$ cat config.mk
export PLATFORM = sky130hd
export DESIGN_NAME = aes_key_sched_ctrl
export DESIGN_NICKNAME = d
export VERILOG_FILES = /design/src/rtl/aes_key_sched_ctrl.sv
export SDC_FILE = /design/constraint.sdc
export NUM_CORES = 2
export LEC_CHECK = 0
export BUFFER_PORTS_ARGS = -buffer_cell sky130_fd_sc_hd__buf_2
export CAP_MARGIN = 15
export CORE_ASPECT_RATIO = 0.9
export CORE_UTILIZATION = 35
export DETAILED_ROUTE_END_ITERATION = 7
export SETUP_SLACK_MARGIN = 0.02
export SYNTH_ARGS = -nofsm -noshare
export SYNTH_HDL_FRONTEND = slang
export SYNTH_SLANG_ARGS = --single-unit
$ cat constraint.sdc
create_clock -name clk -period 3.5 [get_ports clk]
set_clock_uncertainty 0.15 [all_clocks]
set_input_delay 0.175 -clock clk [delete_from_list [all_inputs] [get_ports clk]]
set_output_delay 0.175 -clock clk [all_outputs]
set_load 0.01 [all_outputs]
$ cat src/rtl/aes_key_sched_ctrl.sv
// aes_key_sched_ctrl
// Sequencer for the AES-128 key_gen pipe. It feeds the cipher key into a
// two-stage key_gen datapath (registered S-box in between) and steps it
// through rounds 1..NR. It also supplies the round constant and captures
// every round key into an (NR+1)-entry store that the cipher core reads.
//
// Ports
//   clk, nrst          clock, asynchronous active-low reset
//   start, abort       begin expansion of key_in / synchronous cancel
//   key_in             cipher key, sampled with an accepted start
//   busy, done         expansion in progress / one-cycle completion pulse
//   kg_en              key_gen enable (both stages)
//   kg_gen_key         rcon source select, tied to the controller rcon
//   kg_next_rnd        0: key_gen takes kg_key, 1: feedback of kg_key_o
//   kg_rcon            round constant, non-zero only in the second stage
//   kg_key             latched cipher key
//   kg_key_o           key_gen stage-2 output
//   rk_raddr, rk_rdata round-key read port, one cycle of latency
//   rk_valid           store holds a complete schedule
module aes_key_sched_ctrl #(
    parameter int unsigned NR    = 10,
    parameter int unsigned KEY_W = 128
) (
    input  logic             clk,
    input  logic             nrst,
    input  logic             start,
    input  logic             abort,
    input  logic [KEY_W-1:0] key_in,
    output logic             busy,
    output logic             done,
    output logic             kg_en,
    output logic             kg_gen_key,
    output logic             kg_next_rnd,
    output logic [7:0]       kg_rcon,
    output logic [KEY_W-1:0] kg_key,
    input  logic [KEY_W-1:0] kg_key_o,
    input  logic [3:0]       rk_raddr,
    output logic [KEY_W-1:0] rk_rdata,
    output logic             rk_valid
);

    localparam logic [1:0] S_IDLE  = 2'd0;
    localparam logic [1:0] S_RND_A = 2'd1;
    localparam logic [1:0] S_RND_B = 2'd2;
    localparam logic [1:0] S_FIN   = 2'd3;

    localparam logic [3:0] LAST_RND = 4'(NR);

    logic [1:0]       state_q, state_d;
    logic [3:0]       rnd_q, rnd_d;
    logic [7:0]       rcon_q, rcon_d;
    logic             done_q, done_d;
    logic             rk_valid_q, rk_valid_d;
    logic [KEY_W-1:0] kg_key_q, kg_key_d;
    logic             wr_pend_q, wr_pend_d;
    logic [3:0]       wr_idx_q, wr_idx_d;
    logic [KEY_W-1:0] rk_rdata_q, rk_rdata_d;
    logic [KEY_W-1:0] store_q [0:NR];
    logic [KEY_W-1:0] store_d [0:NR];

    always_comb begin
        state_d    = state_q;
        rnd_d      = rnd_q;
        rcon_d     = rcon_q;
        done_d     = 1'b0;
        rk_valid_d = rk_valid_q;
        kg_key_d   = kg_key_q;
        wr_pend_d  = 1'b0;
        wr_idx_d   = rnd_q;
        store_d    = store_q;

        // key_gen output lags RND_B by one cycle, so the store write for
        // round r lands on the edge after RND_B(r); abort cancels it.
        if (wr_pend_q && !abort) begin
            store_d[wr_idx_q] = kg_key_o;
        end

        rk_rdata_d = '0;
        if (rk_raddr <= LAST_RND) begin
            rk_rdata_d = store_q[rk_raddr];
        end

        if (abort) begin
            state_d    = S_IDLE;
            rnd_d      = '0;
            rk_valid_d = 1'b0;
        end else begin
            case (state_q)
                S_IDLE: begin
                    if (start) begin
                        kg_key_d   = key_in;
                        store_d[0] = key_in;
                        rnd_d      = 4'd1;
                        rcon_d     = 8'h01;
                        rk_valid_d = 1'b0;
                        state_d    = S_RND_A;
                    end
                end
                S_RND_A: begin
                    state_d = S_RND_B;
                end
                S_RND_B: begin
                    rnd_d     = rnd_q + 4'd1;
                    // xtime: successive round constants in GF(2^8)
                    rcon_d    = {rcon_q[6:0], 1'b0} ^ (rcon_q[7] ? 8'h1b : 8'h00);
                    wr_pend_d = 1'b1;
                    state_d   = (rnd_q < LAST_RND) ? S_RND_A : S_FIN;
                end
                default: begin
                    rnd_d      = '0;
                    done_d     = 1'b1;
                    rk_valid_d = 1'b1;
                    state_d    = S_IDLE;
                end
            endcase
        end
    end

    always_ff @(posedge clk or negedge nrst) begin
        if (!nrst) begin
            state_q    <= S_IDLE;
            rnd_q      <= '0;
            rcon_q     <= '0;
            done_q     <= 1'b0;
            rk_valid_q <= 1'b0;
            kg_key_q   <= '0;
            wr_pend_q  <= 1'b0;
            wr_idx_q   <= '0;
            rk_rdata_q <= '0;
            store_q    <= '{default: '0};
        end else begin
            state_q    <= state_d;
            rnd_q      <= rnd_d;
            rcon_q     <= rcon_d;
            done_q     <= done_d;
            rk_valid_q <= rk_valid_d;
            kg_key_q   <= kg_key_d;
            wr_pend_q  <= wr_pend_d;
            wr_idx_q   <= wr_idx_d;
            rk_rdata_q <= rk_rdata_d;
            store_q    <= store_d;
        end
    end

    assign busy        = (state_q != S_IDLE);
    assign done        = done_q;
    assign kg_en       = (state_q == S_RND_A) || (state_q == S_RND_B);
    assign kg_gen_key  = 1'b1;
    // Only the very first stage-1 pass takes the cipher key directly.
    assign kg_next_rnd = (state_q == S_RND_B) || ((state_q == S_RND_A) && (rnd_q != 4'd1));
    assign kg_rcon     = (state_q == S_RND_B) ? rcon_q : 8'h00;
    assign kg_key      = kg_key_q;
    assign rk_rdata    = rk_rdata_q;
    assign rk_valid    = rk_valid_q;

endmodule

; ---- After elaboration in Yosys (flattened, before gate mapping)
; Cells that the tools add are included.
[word_totals]
register_bits = 1685
inputBits = 264
word_cells = 81
[op_classes]
addsub = 1
magnitude_cmp = 5
n_eq_ne = 7
mux = 29
bitwise_logic = 4
n_reduce_logical = 15
[op_table]
columns = cell, n
row1 = bitwise mux 1408 bit, 1
row2 = two-way mux 1408 bit, 1
row3 = two-way mux 128 bit, 7
row4 = binary-select mux 128 bit (select 4 bit), 1
row5 = demux 128 bit (select 4 bit), 1
row6 = two-way mux 8 bit, 2
row7 = one-hot mux 8 bit (2 select lines), 1
row8 = one-hot mux 4 bit (3 select lines), 1
row9 = ">= comparator 5 bit, second input constant", 2
row10 = inverter 4 -> 5 bit, 2
row11 = two-way mux 4 bit, 2
row12 = bitwise XOR 8 x 5 -> 8 bit, 1
row13 = two-way mux 1 bit, 6
row14 = two-way mux 2 bit, 3
row15 = one-hot mux 2 bit (3 select lines), 1
row16 = AND reduction 3 bit, 2
row17 = "less-than comparator 5 x 1 -> 1 bit, second input constant", 1
row18 = two-way mux 5 bit, 1
row19 = "adder 4 x 1 -> 4 bit, second input constant", 1
row20 = "less-or-equal comparator 4 bit, second input constant", 1
row21 = "less-than comparator 4 bit, second input constant", 1
row22 = "!= test 2 bit, second input constant", 2
row23 = "!= test 4 x 1 -> 1 bit, second input constant", 1
row24 = AND reduction 2 bit, 2
row25 = other kinds (13), 17

; ---- Longest topological paths before layout
[logic_depth]
depth_word = 10
ltp_mapped = 8
mapped_depth_nobuf = 6

; ---- Worst setup path after synthesis
; No wires, ideal clock.
[synth_timing]
path_kind = register to register
from = reg state_q[0]
to = reg rcon_q[2]
setup_ns = 0.125
arrival_ns = 1.693
required_ns = 3.225
path_slack_ns = 1.533
path_stages_with_launch = 7
n_path_buf = 1
period_less_slack_ns = 1.967
cell_sequence = dfrtp_1 inv_1 ha_1 buf_2 mux2i_1 nor2_1 mux2_2
[synth_via]
elab_chain_len = 3
[synth_lines]
columns = element, line
row1 = "start, declared", 49  ; logic [1:0] state_q, state_d;
row2 = "start signal, assigned", 132  ; state_q <= state_d;
row3 = equality test 2 bit / logical NOT 2 bit (equally long branches), 88  ; case (state_q)
row4 = nonzero test 2 bit (no line) / != test 2 bit (equally long branches), --
row5 = AND reduction 3 bit (no line), --
row6 = "end signal, assigned", 134  ; rcon_q <= rcon_d;
row7 = "end, declared", 51  ; logic [7:0] rcon_q, rcon_d;
; Parallel ways exist; a longest one is shown, timed or not.
; A chain may end at the register's enable or synchronous reset.

==> results.md <==
* Worst r2r src: wr_idx_q[3]
* Met2 Usage GRT at 0.3349
* CP Max Fanout at 17
* FFs w/ async S/R, synth at 1.000
* RSZ-0062 raised after global routing: no
* Worst Hold Class: in2reg
* CTS buffer count at 182
* Most common cell in the netlist: dfrtp_1
* Routed WL at about 220000 um
* Hold_ws at around 72 ps
* Synth Register Bits at 1685
* CTS H-tree lvls at 4
* CP arrival at 3660 ps
* Final hold vios at 0
* Number of global-route vias before repair at about 51000
* Worst Slack Setup Final at around 440 ps
* Cell Rows at approximately 160
* Total Routing Usage GR at 0.2032
* Final std cells w/o fill at around 9000
* Worst vdd rail ir drop at 0.4641 mV
* Share of total power in combinational logic at 0.140
* Post-placement setup slack at ~900 ps
* CTS hold repair buffers at 419
* Final period util at 0.8729
* Clock root buffer master: clkbuf_16
* CP max-delay cell: dlygate4sd3_1
* Sequential Power Share at 0.464
* Status: complete, no violations
* Core area at ~0.21 mm^2
* 1st-iter DRT viols at about 3000
* Finished Cell Area at approximately 0.09 mm^2
* Largest net degree at the start of global routing at 97
* Proportion of layout cells with a drive suffix above 1 at 0.4036
* Clock power share at 0.396
* Post-layout util at 0.4301
* Met3 Use GR at 0.03064
* Rel. slew slack at 0.5374
* Synth cell types at 35
* Worst Min Path Start: key_in[9]
* Clock Tree Buf Depth at 3
* Total negative slack at 0 ps
* # DRC at 0
* Pleak at between 40 and 50 nW
* Full die area at ~0.21 mm^2
* Worst-margin pin slew at between 600 and 700 ps
* PortBufs at 532
* Cell count after placement at 8388
* CTS sink cnt at 1685
* Synth cell count leaders: dfrtp_1 (1685), mux2_2 (1412), mux2i_1 (385)
* Final Power at between 40 and 50 mW
* PwrDens at between 500 and 600 mW/mm^2
* P&R area growth vs syn at 21.75%
* Synth top area cells: dfrtp_1 (57%), mux2_2 (22%), mux2i_1 (5.2%)
* Critical path endpoint category: flip-flop
* Largest stage delay, worst path at roughly 570 ps
* Initial core utilization at 0.3532
* Reg2Reg Setup Slack at roughly 440 ps
* CTS tree: done
* Syn_nets at roughly 5600
* Detail Route Antenna Nets at 0
* Grt met1 use at 0.2778
* Area share of the largest cell type after synthesis at 0.5704
* Worst setup SP type: flip-flop
* Vert. Die Dim at 438.0 um
* Max Slew Vio Count at 0
* Yosys Warn Count at 0
* Average vias per placed instance at roughly 5.2
* Post-CTS Setup Bufs at 0
* GPL Wtd Cong at ~0.78
* Setup violators final at 0
* Cells after synthesis at between 5000 and 6000
* Initial antenna violation count at 10
* WL/cell at 23.66 um
* NumNets Final at 6444
* Top-level I/O count at approximately 530
* Yosys top cell by area: dfrtp_1
* P_sw at about 13 mW
* Fmax achieved at roughly 330 MHz
* First-pass GRT wire length at 330700 um
* Hpwl dp at 129900 um
* Mapped Area at about 0.074 mm^2
* Cell Area, Placed at ~0.080 mm^2
* Post-synth EDFFs at 0
* MaxCap Viol Count at 0
* Clk Latency, worst-skew pair at approximately 840 ps
* Grt total ovfl at 0
* Min Tclk post-route at 3055 ps
* CP Class: reg2reg
* GR peak layer: met2
* Worst endpoint required time at 4110 ps
* DR vias at around 48000
* Switch share at 0.2674
* Cell Chain, Critical Path: nor4b_4 -> and2_4 -> buf_4 -> nand2_1 -> a31oi_1 -> dlygate4sd3_1
* Sequential area share after synthesis at 0.5704
* P_int at 35.74 mW
* Main synth FF type: dfrtp_1
* CP Launch Point: wr_idx_q[3]
* First drt pass iteration count at 6
* Syn_area_per_cell at ~14 um^2
* Die width at 486.4 um
* Clk slew on worst S/H paths at about 60 ps
* Post-cts sizing count at 0
-- cells by family after synthesis --
kind of cell / Yosys count / synth area share
other cells: 1 / 0.00005073
buf+inv: 521 / 0.03800
mux: 1925 / 0.3062
compound gates: 658 / 0.05350
xor+xnor: 3 / 0.0003555
fa+ha+maj: 6 / 0.001015
flops: 1685 / 0.5704
simple gates: 570 / 0.03048
-- critical path: cells and delay by family, from the launching register on --
| kind | cells | cell delay, ps |
|---|---|---|
| AOI/OAI and AO/OA | 1 | 190 |
| DFF | 1 | 440 |
| and+or+nand+nor | 3 | 1200 |
| buffers and inverters | 2 | 940 |
-- cell usage in the layout, fill, tap and decap left out, types with 4 or more instances in the layout --
cell	synthesis	final
clkinv_16	0	6
a221oi_1	128	128
clkbuf_16	0	184
clkinv_4	0	4
mux2_2	1412	1412
and2_1	9	8
dlygate4sd3_1	0	418
buf_2	139	528
mux4_2	128	128
mux2i_1	385	385
ha_1	6	6
clkinvlp_4	0	5
diode_2	0	5
nor2_1	267	266
buf_12	0	72
clkbuf_8	0	43
nand3_1	5	4
buf_4	65	111
clkbuf_1	239	56
clkinv_2	0	20
nand2_1	273	264
a21oi_1	131	131
dfrtp_1	1685	1685
bufinv_16	0	5
a31oi_1	129	129
inv_6	0	4
o21ai_0	263	263
nand2_4	0	9
inv_1	9	8
-- final timing paths --
kind	to	depth (start not counted)
worst max-delay path	store_q[1341]	6
worst min-delay path	kg_key[9]	3
worst max register to register	store_q[1341]	6
worst min register to register	wr_idx_q[1]	0
max in group asynchronous	async pin	4
min in group asynchronous	kg_key[112]	3
-- routing by layer --
metal / vias to the layer above / routed length (um)
met5: - / 48
met4: 6 / 5102
met1: 25610 / 97580
met3: 309 / 8863
li1: 20970 / -
met2: 1107 / 104700
-- power groups by stage --
| stage | combinational (mW) | sequential, mW | clock [mW] |
|---|---|---|---|
| 6_report | 6.82 | 22.6 | 19.3 |
| 5_1_grt | 7.43 | 22.8 | 20.6 |
| 4_1_cts | 6.81 | 22.6 | 19.9 |
| 3_5_place_dp | 6.18 | 22.9 | 0 |
| 3_3_place_gp | 6.08 | 22.8 | 0 |
| 2_1_floorplan | 3.27 | 23.0 | 0 |
-- final cells by class --
cell class | instances | area (um^2)
Antenna cell | 5 | 12.51
Timing Repair Buffer | 1133 | 9170
Sequential cell | 1685 | 42170
Clock inverter | 48 | 621.8
Inverter | 9 | 38.79
Multi-Input combinational cell | 3163 | 29070
Clock buffer | 283 | 5406
Tap cell | 2817 | 3525
Fill cell | 19090 | 119300
Note: power is estimated with default switching activity, not from simulation.
